--- src/rtl/vga_cursor_ctrl.sv ---
// Text-mode cursor sequencer: merges CPU byte writes to the cursor status word with
// relative/absolute move commands, tracks row/col, and generates the blink clock.
module vga_cursor_ctrl #(
    parameter int COLS       = 40,
    parameter int ROWS       = 30,
    parameter int BLINK_HALF = 25000000,
    parameter int POS_W      = 11
) (
    input  logic             clk,
    input  logic             rst,
    input  logic [3:0]       cpu_we,
    input  logic [31:0]      cpu_data,
    input  logic             cmd_valid,
    input  logic [2:0]       cmd_op,
    input  logic [POS_W-1:0] cmd_pos,
    output logic             cmd_ready,
    output logic [3:0]       cur_we,
    output logic [31:0]      cur_data,
    output logic             clk_cursor,
    output logic [POS_W-1:0] pos,
    output logic             busy,
    output logic [1:0]       fsm_state
);

    localparam int ROW_W = $clog2(ROWS);
    localparam int COL_W = $clog2(COLS);
    localparam int BLK_W = (BLINK_HALF > 1) ? $clog2(BLINK_HALF) : 1;

    localparam logic [POS_W-1:0] COLS_P   = POS_W'(COLS);
    localparam logic [POS_W-1:0] CELLS_P  = POS_W'(COLS * ROWS);
    localparam logic [ROW_W-1:0] ROW_LAST = ROW_W'(ROWS - 1);
    localparam logic [COL_W-1:0] COL_LAST = COL_W'(COLS - 1);
    localparam logic [BLK_W-1:0] BLK_LAST = BLK_W'(BLINK_HALF - 1);
    localparam logic [ROW_W-1:0] ROW_ONE  = ROW_W'(1);
    localparam logic [COL_W-1:0] COL_ONE  = COL_W'(1);
    localparam logic [BLK_W-1:0] BLK_ONE  = BLK_W'(1);

    localparam logic [2:0] OP_NOP   = 3'd0;
    localparam logic [2:0] OP_RIGHT = 3'd1;
    localparam logic [2:0] OP_LEFT  = 3'd2;
    localparam logic [2:0] OP_DOWN  = 3'd3;
    localparam logic [2:0] OP_UP    = 3'd4;
    localparam logic [2:0] OP_CR    = 3'd5;
    localparam logic [2:0] OP_HOME  = 3'd6;
    localparam logic [2:0] OP_SET   = 3'd7;

    typedef enum logic [1:0] {IDLE, DECOMP, CALC, ISSUE} state_t;

    state_t             state;
    logic [2:0]         op;
    logic [31:0]        shadow;
    logic [31:0]        shadow_next;
    logic [ROW_W-1:0]   row;
    logic [COL_W-1:0]   col;
    logic [POS_W-1:0]   rem;
    logic [BLK_W-1:0]   blink_cnt;
    logic               resync;
    logic [POS_W-1:0]   lin;
    logic [ROW_W-1:0]   row_inc;
    logic [ROW_W-1:0]   row_dec;

    // Handshake: a command transfers on a rising edge where cmd_valid and cmd_ready
    // are both high; cmd_ready never depends on cmd_valid.
    assign cmd_ready = (state == IDLE) && (cpu_we == 4'b0000) && !resync;
    assign busy      = (state != IDLE);
    assign fsm_state = state;

    always_comb begin
        shadow_next = shadow;
        for (int i = 0; i < 4; i++) begin
            if (cpu_we[i]) shadow_next[8*i +: 8] = cpu_data[8*i +: 8];
        end
    end

    assign lin     = POS_W'(row) * COLS_P + POS_W'(col);
    assign row_inc = (row == ROW_LAST) ? '0 : row + ROW_ONE;
    assign row_dec = (row == '0) ? ROW_LAST : row - ROW_ONE;

    always_ff @(posedge clk or negedge rst) begin
        if (!rst) begin
            state      <= IDLE;
            op         <= OP_NOP;
            shadow     <= '0;
            row        <= '0;
            col        <= '0;
            rem        <= '0;
            pos        <= '0;
            cur_we     <= '0;
            cur_data   <= '0;
            clk_cursor <= 1'b1;
            blink_cnt  <= '0;
            resync     <= 1'b0;
        end else begin
            cur_we <= '0;
            if (cpu_we != 4'b0000) begin
                shadow   <= shadow_next;
                cur_we   <= cpu_we;
                cur_data <= shadow_next;
            end

            if (blink_cnt == BLK_LAST) begin
                blink_cnt  <= '0;
                clk_cursor <= ~clk_cursor;
            end else begin
                blink_cnt <= blink_cnt + BLK_ONE;
            end

            case (state)
                IDLE: begin
                    if (resync) begin
                        state <= DECOMP;
                        op    <= OP_NOP;
                        row   <= '0;
                        rem   <= shadow_next[POS_W-1:0];
                    end else if (cmd_valid && cmd_ready) begin
                        op <= cmd_op;
                        if (cmd_op == OP_SET) begin
                            state <= DECOMP;
                            row   <= '0;
                            rem   <= (cmd_pos >= CELLS_P) ? '0 : cmd_pos;
                        end else if (cmd_op != OP_NOP) begin
                            state <= CALC;
                        end
                    end
                end
                DECOMP: begin
                    // A new CPU position always wins over whatever was being decomposed.
                    if (cpu_we[1:0] != 2'b00) begin
                        op  <= OP_NOP;
                        row <= '0;
                        rem <= shadow_next[POS_W-1:0];
                    end else if (rem >= COLS_P && row != ROW_LAST) begin
                        rem <= rem - COLS_P;
                        row <= row + ROW_ONE;
                    end else begin
                        if (rem >= COLS_P) begin
                            row <= '0;
                            col <= '0;
                        end else begin
                            col <= rem[COL_W-1:0];
                        end
                        state  <= (op == OP_SET) ? ISSUE : IDLE;
                        resync <= 1'b0;
                    end
                end
                CALC: begin
                    case (op)
                        OP_RIGHT: begin
                            if (col == COL_LAST) begin
                                col <= '0;
                                row <= row_inc;
                            end else begin
                                col <= col + COL_ONE;
                            end
                        end
                        OP_LEFT: begin
                            if (col == '0) begin
                                col <= COL_LAST;
                                row <= row_dec;
                            end else begin
                                col <= col - COL_ONE;
                            end
                        end
                        OP_DOWN: row <= row_inc;
                        OP_UP:   row <= row_dec;
                        OP_CR:   col <= '0;
                        OP_HOME: begin
                            row <= '0;
                            col <= '0;
                        end
                        default: ;
                    endcase
                    state <= ISSUE;
                end
                ISSUE: begin
                    pos <= lin;
                    // A concurrent CPU write goes out this cycle; the position follows next.
                    if (cpu_we == 4'b0000) begin
                        shadow[POS_W-1:0] <= lin;
                        cur_we            <= 4'b0011;
                        cur_data          <= {shadow[31:POS_W], lin};
                        resync            <= 1'b0;
                        blink_cnt         <= '0;
                        clk_cursor        <= 1'b1;
                        state             <= IDLE;
                    end
                end
                default: state <= IDLE;
            endcase

            if (cpu_we[1:0] != 2'b00) resync <= 1'b1;
        end
    end

endmodule

--- config.mk ---
export PLATFORM = sky130hd
export DESIGN_NAME = vga_cursor_ctrl
export DESIGN_NICKNAME = d
export VERILOG_FILES = /design/src/rtl/vga_cursor_ctrl.sv
export SDC_FILE = /design/constraint.sdc
export NUM_CORES = 1
export LEC_CHECK = 0
export ABC_AREA = 1
export CORE_MARGIN = 2
export CORE_UTILIZATION = 35
export CTS_BUF_LIST = sky130_fd_sc_hd__clkbuf_8
export DETAILED_ROUTE_END_ITERATION = 8
export SLEW_MARGIN = 10
export SYNTH_ARGS = -nofsm -noshare
export SYNTH_HDL_FRONTEND = slang
export SYNTH_SLANG_ARGS = --single-unit
--- constraint.sdc ---
create_clock -name clk -period 4.4 [get_ports clk]
set_input_delay 1.32 -clock clk [delete_from_list [all_inputs] [get_ports clk]]
set_output_delay 1.32 -clock clk [all_outputs]
set_load 0.01 [all_outputs]
* Word level (Yosys, flattened, before mapping) *
Cells that the tools add are included.

storage, ports and cells
  word-level logic and storage cells = 140
  bits in registers = 133
  output and inout port bits = 52
  input port bits = 53

cells by class
  bitwise gates (word level) = 1
  reductions and logical operators = 24
  magnitude comparators = 2
  add/sub/neg operators = 7
  multipliers = 1
  eq/ne operators = 30
  mux-type cells = 62

operators by type and width
  operator                                                             count
  two-way mux 11 bit                                                   9
  two-way mux 32 bit                                                   3
  two-way mux 25 bit                                                   3
  two-way mux 5 bit                                                    10
  two-way mux 8 bit                                                    4
  two-way mux 6 bit                                                    5
  adder 25 x 1 -> 25 bit (second input constant)                       1
  == test 25 bit (second input constant)                               1
  case mux 5 bit (5 select lines)                                      1
  case mux 11 bit (2 select lines)                                     1
  case mux 6 bit (3 select lines)                                      1
  two-way mux 2 bit                                                    8
  == test 3 bit (second input constant)                                5
  != test 3 bit (second input constant)                                5
  case mux 5 bit (3 select lines)                                      1
  two-way mux 4 bit                                                    3
  case mux 6 bit (2 select lines)                                      1
  adder 11 x 6 -> 11 bit                                               1
  greater-or-equal comparator 11 bit (second input constant)           1
  greater-or-equal comparator 11 x 6 -> 1 bit (second input constant)  1
  subtractor 11 x 6 -> 11 bit (second input constant)                  1
  two-way mux 3 bit                                                    3
  nonzero test 3 bit                                                   3
  multiplier 5 x 3 -> 8 bit (second input constant)                    1
  other kinds (35)                                                     54

* Logic depth before layout (Yosys ltp) *
  word-level depth = 7
  mapped depth = 13
  mapped depth without buffers = 13

* Worst setup path before layout *
OpenSTA, ideal clock, no wires.

  path type = input to output
  from = input cpu_we[3]
  to = output cmd_ready
  required time = 3080 ps
  data arrival time = 2255 ps
  setup slack = 825 ps
  cell stages on the path = 6
  cell sequence = buf_4 -> nor2_4 -> nand2_2 -> buf_4 -> clkbuf_1 -> nor3_1

on the way
  word-level cells in the longest chain between the ends = 3

RTL lines
  element                          line  RTL
  from (decl)                      11    input logic [3:0] cpu_we,
  logical NOT 4 bit                64    assign cmd_ready = (state == IDLE) && (cpu_we == 4'b0000) && !resync;
  logical AND 1 bit (2 in series)  64
  to (decl)                        16    output logic cmd_ready,

Every way passes these cells.

* Worst setup path after layout *
  from = input cpu_we[2]
  to = output cmd_ready

The elaborated chain is that of the path after synthesis.

==> impl_metrics.env <==
export IMPL_crit_arrival_ns=2.85
export IMPL_grt_max_degree=94
export IMPL_postPlaceCellArea_um2=9090
export IMPL_first_pass_iters=5
export IMPL_max_vdd_ir_drop_uv=184
export IMPL_syn2layout_area_growth_pct=21.5
export IMPL_synth_distinct_cells=53
export IMPL_hold_viol=0
export IMPL_cts_tree="done"
export IMPL_worst_slew_pin_slew_ns=0.878
export IMPL_clkPwrFrac_pct=23.8
export IMPL_route_detailed_drc=0
export IMPL_multi_input_area_um2=3960
export IMPL_ys_flop_type="dfrtp_1"
export IMPL_post_dp_hpwl_um=15200
export IMPL_vias=6930
export IMPL_coreArea_um2=21900
export IMPL_pwr_share_comb_pct=37.6
export IMPL_antenna_cells=0
export IMPL_layout_commonest_cell="nand2_1"
export IMPL_grt_usage_pct=18.1
export IMPL_io_pins=105
export IMPL_cts_hold_buf=0
export IMPL_h_tree_depth=4
export IMPL_status="complete, no violations"
export IMPL_period_minus_slack_ns=4.17
export IMPL_worst_setup_path_type="in -> out"
export IMPL_gr_total_overflow=0
export IMPL_yosysSeqAreaShare_pct=42.6
export IMPL_seq_area_um2=3330
export IMPL_clock_latency_ns=0.46
export IMPL_max_freq_ghz=0.240
export IMPL_seqPwrFrac_pct=38.5
export IMPL_cts_root_buffer="clkbuf_8"
export IMPL_setup_viol=0
export IMPL_cts_resized=0
export IMPL_rr_worst_depth=10
export IMPL_globalplace_congestion=0.860
export IMPL_setup_ws_ns=0.231
export IMPL_port_buffers=104
export IMPL_detail_route_antenna_nets=0
export IMPL_grt_pass1_wl_um=34400
export IMPL_antenna_found_initial=0
export IMPL_postCtsSetupRepairBufs=0
export IMPL_fin_area_um2=9490
export IMPL_cts_made_buffers=17
export IMPL_dp_slack_ns=0.181
export IMPL_layout_common_cells="nand2_1, dfrtp_1, nor2_1"
export IMPL_ys_async_sr_fraction_pct=100
export IMPL_worst_hold_path_type="reg -> reg"
export IMPL_leakagePower_nw=4.68
export IMPL_rsz0062_at_grt="false"
export IMPL_p_per_area_nw_per_um2=460
export IMPL_end_kind="output pin"
export IMPL_fillers=2249
export IMPL_tns_ns=0
export IMPL_crit_required_ns=3.08
export IMPL_drt_iter0_markers=465
export IMPL_clkTransAtPathRegs_ns=0.09
export IMPL_synth_seq_cells=133
export IMPL_whs_path_depth=1
export IMPL_syn_instance_count=1030
export IMPL_cap_violations=0
export IMPL_die_height_um=153
export IMPL_wirelength_um=21000
export IMPL_syn_nets=1107
export IMPL_p_int_mw=2.57
export IMPL_final_layout_size_suffix_gt1_share_pct=9.66
export IMPL_slew_violations=0
export IMPL_worstPathMaxFanout=2
export IMPL_grt_pass1_vias=6537
export IMPL_wl_per_cell_um=14.8
export IMPL_p_switching_mw=1.80
export IMPL_numPlacedInstances=1387
export IMPL_layout_nets=1203
export IMPL_clkSinkCount=133
export IMPL_die_w_um=153
export IMPL_maxSlewHeadroom_pct=41.4
export IMPL_synth_edff_count=0
export IMPL_switching_share_pct=41.1
export IMPL_fin_skew_ns=0.0213
export IMPL_initial_core_util_pct=35.7
export IMPL_num_rows=54
export IMPL_layoutNonFillerInstCount=1419
export IMPL_synth_area_per_cell_um2=7.59
export IMPL_cp_start_kind="primary input"
export IMPL_die_area_um2=23500
export IMPL_vias_per_cell=4.88
export IMPL_synth_cell_area_um2=7810
export IMPL_ys_warnings_count=0
export IMPL_post_route_period_util_pct=94.8
export IMPL_clockBufferDepth=2
-- worst max-delay path, stage by stage --
cell and delay, ns:
clkdlybuf4s50_1 0.48, nor2_4 0.19, nand2_2 0.08, nor3_1 0.20
clkdlybuf4s50_1 0.58
-- registers in the layout, indices dropped and copies added (netlist names) --
name,count
resync,1
rem,11
col,6
pos,11
clk_cursor,1
op,3
cur_data,32
fsm_state,2
row,5
blink_cnt,25
cur_we,4
shadow,32
-- cells in the mapped netlist, types with 5 or more instances --
cell | instances | area share (%)
nor2_1 | 110 | 5.3
buf_4 | 5 | 0.48
nand4_1 | 16 | 1.3
nand3_1 | 60 | 3.8
a21oi_1 | 20 | 1.3
o21ai_0 | 45 | 2.9
a21boi_0 | 10 | 0.96
a22oi_1 | 5 | 0.48
o21ai_1 | 6 | 0.38
xnor2_1 | 5 | 0.56
ha_1 | 22 | 3.5
nor3_1 | 16 | 1.0
nand2_2 | 8 | 0.64
clkbuf_1 | 16 | 0.77
dfrtp_1 | 132 | 42
inv_2 | 11 | 0.53
nor2_2 | 9 | 0.72
inv_1 | 75 | 3.6
xor2_1 | 12 | 1.3
mux2_2 | 16 | 2.3
o31ai_1 | 21 | 2.0
nand2_1 | 341 | 16
buf_2 | 7 | 0.45
-- metal layers --
layer  vias to the layer above  track usage (%)  routed length, um  part of all wire [%]
met4                         0             5.24                330                   1.6
met5                         -                0                  0                     0
met2                       146             27.5               9350                    45
li1                       3536                -                  -                     -
met1                      3228             25.7              10200                    49
met3                        20             4.45               1100                   5.2
-- power by group through the flow --
stage | sequential (mW) | combinational, mW | clock, mW
2_1_floorplan | 1.66 | 1.15 | 0
3_5_place_dp | 1.70 | 1.65 | 0
5_1_grt | 1.72 | 1.86 | 1.12
3_3_place_gp | 1.70 | 1.63 | 0
6_report | 1.68 | 1.64 | 1.04
4_1_cts | 1.68 | 1.66 | 1.07
-- metrics by stage --
step           total power [mW]  utilization (%)  hold WS [ns]
6_report                   4.37             43.4         0.463
5_1_grt                    4.70             43.4         0.494
4_1_cts                    4.41             43.4         0.471
3_5_place_dp               3.35             41.5         0.460
3_3_place_gp               3.33             41.5         0.454
2_1_floorplan              2.80                -         0.432
-- final timing paths --
kind	slack, ns	startpoint	to
worst max-delay path	0.23	cpu_we[2]	cmd_ready
worst min-delay path	0.46	blink_cnt[0]	blink_cnt[0]
worst max register to register	1.84	row[1]	cur_data[10]
worst min register to register	0.46	blink_cnt[0]	blink_cnt[0]
max in group asynchronous	2.70	rst	shadow[3]
min in group asynchronous	0.94	rst	cur_data[22]
-- logic make-up after synthesis --
logic type,after synthesis,synth area share (%)
simple gates,591,32.6
flops,133,42.6
buf+inv,125,6.77
compound gates,123,9.62
fa+ha+maj,24,4.03
xor+xnor,17,1.91
mux,17,2.43
-- cell type report --
class	instances	area share [%]
Inverter	89	3.55
Sequential cell	133	35.1
Clock inverter	15	1.73
Clock buffer	17	2.46
Tap cell	280	3.69
Timing Repair Buffer	113	11.8
Multi-Input combinational cell	772	41.7
Note: power is estimated with default switching activity, not from simulation.
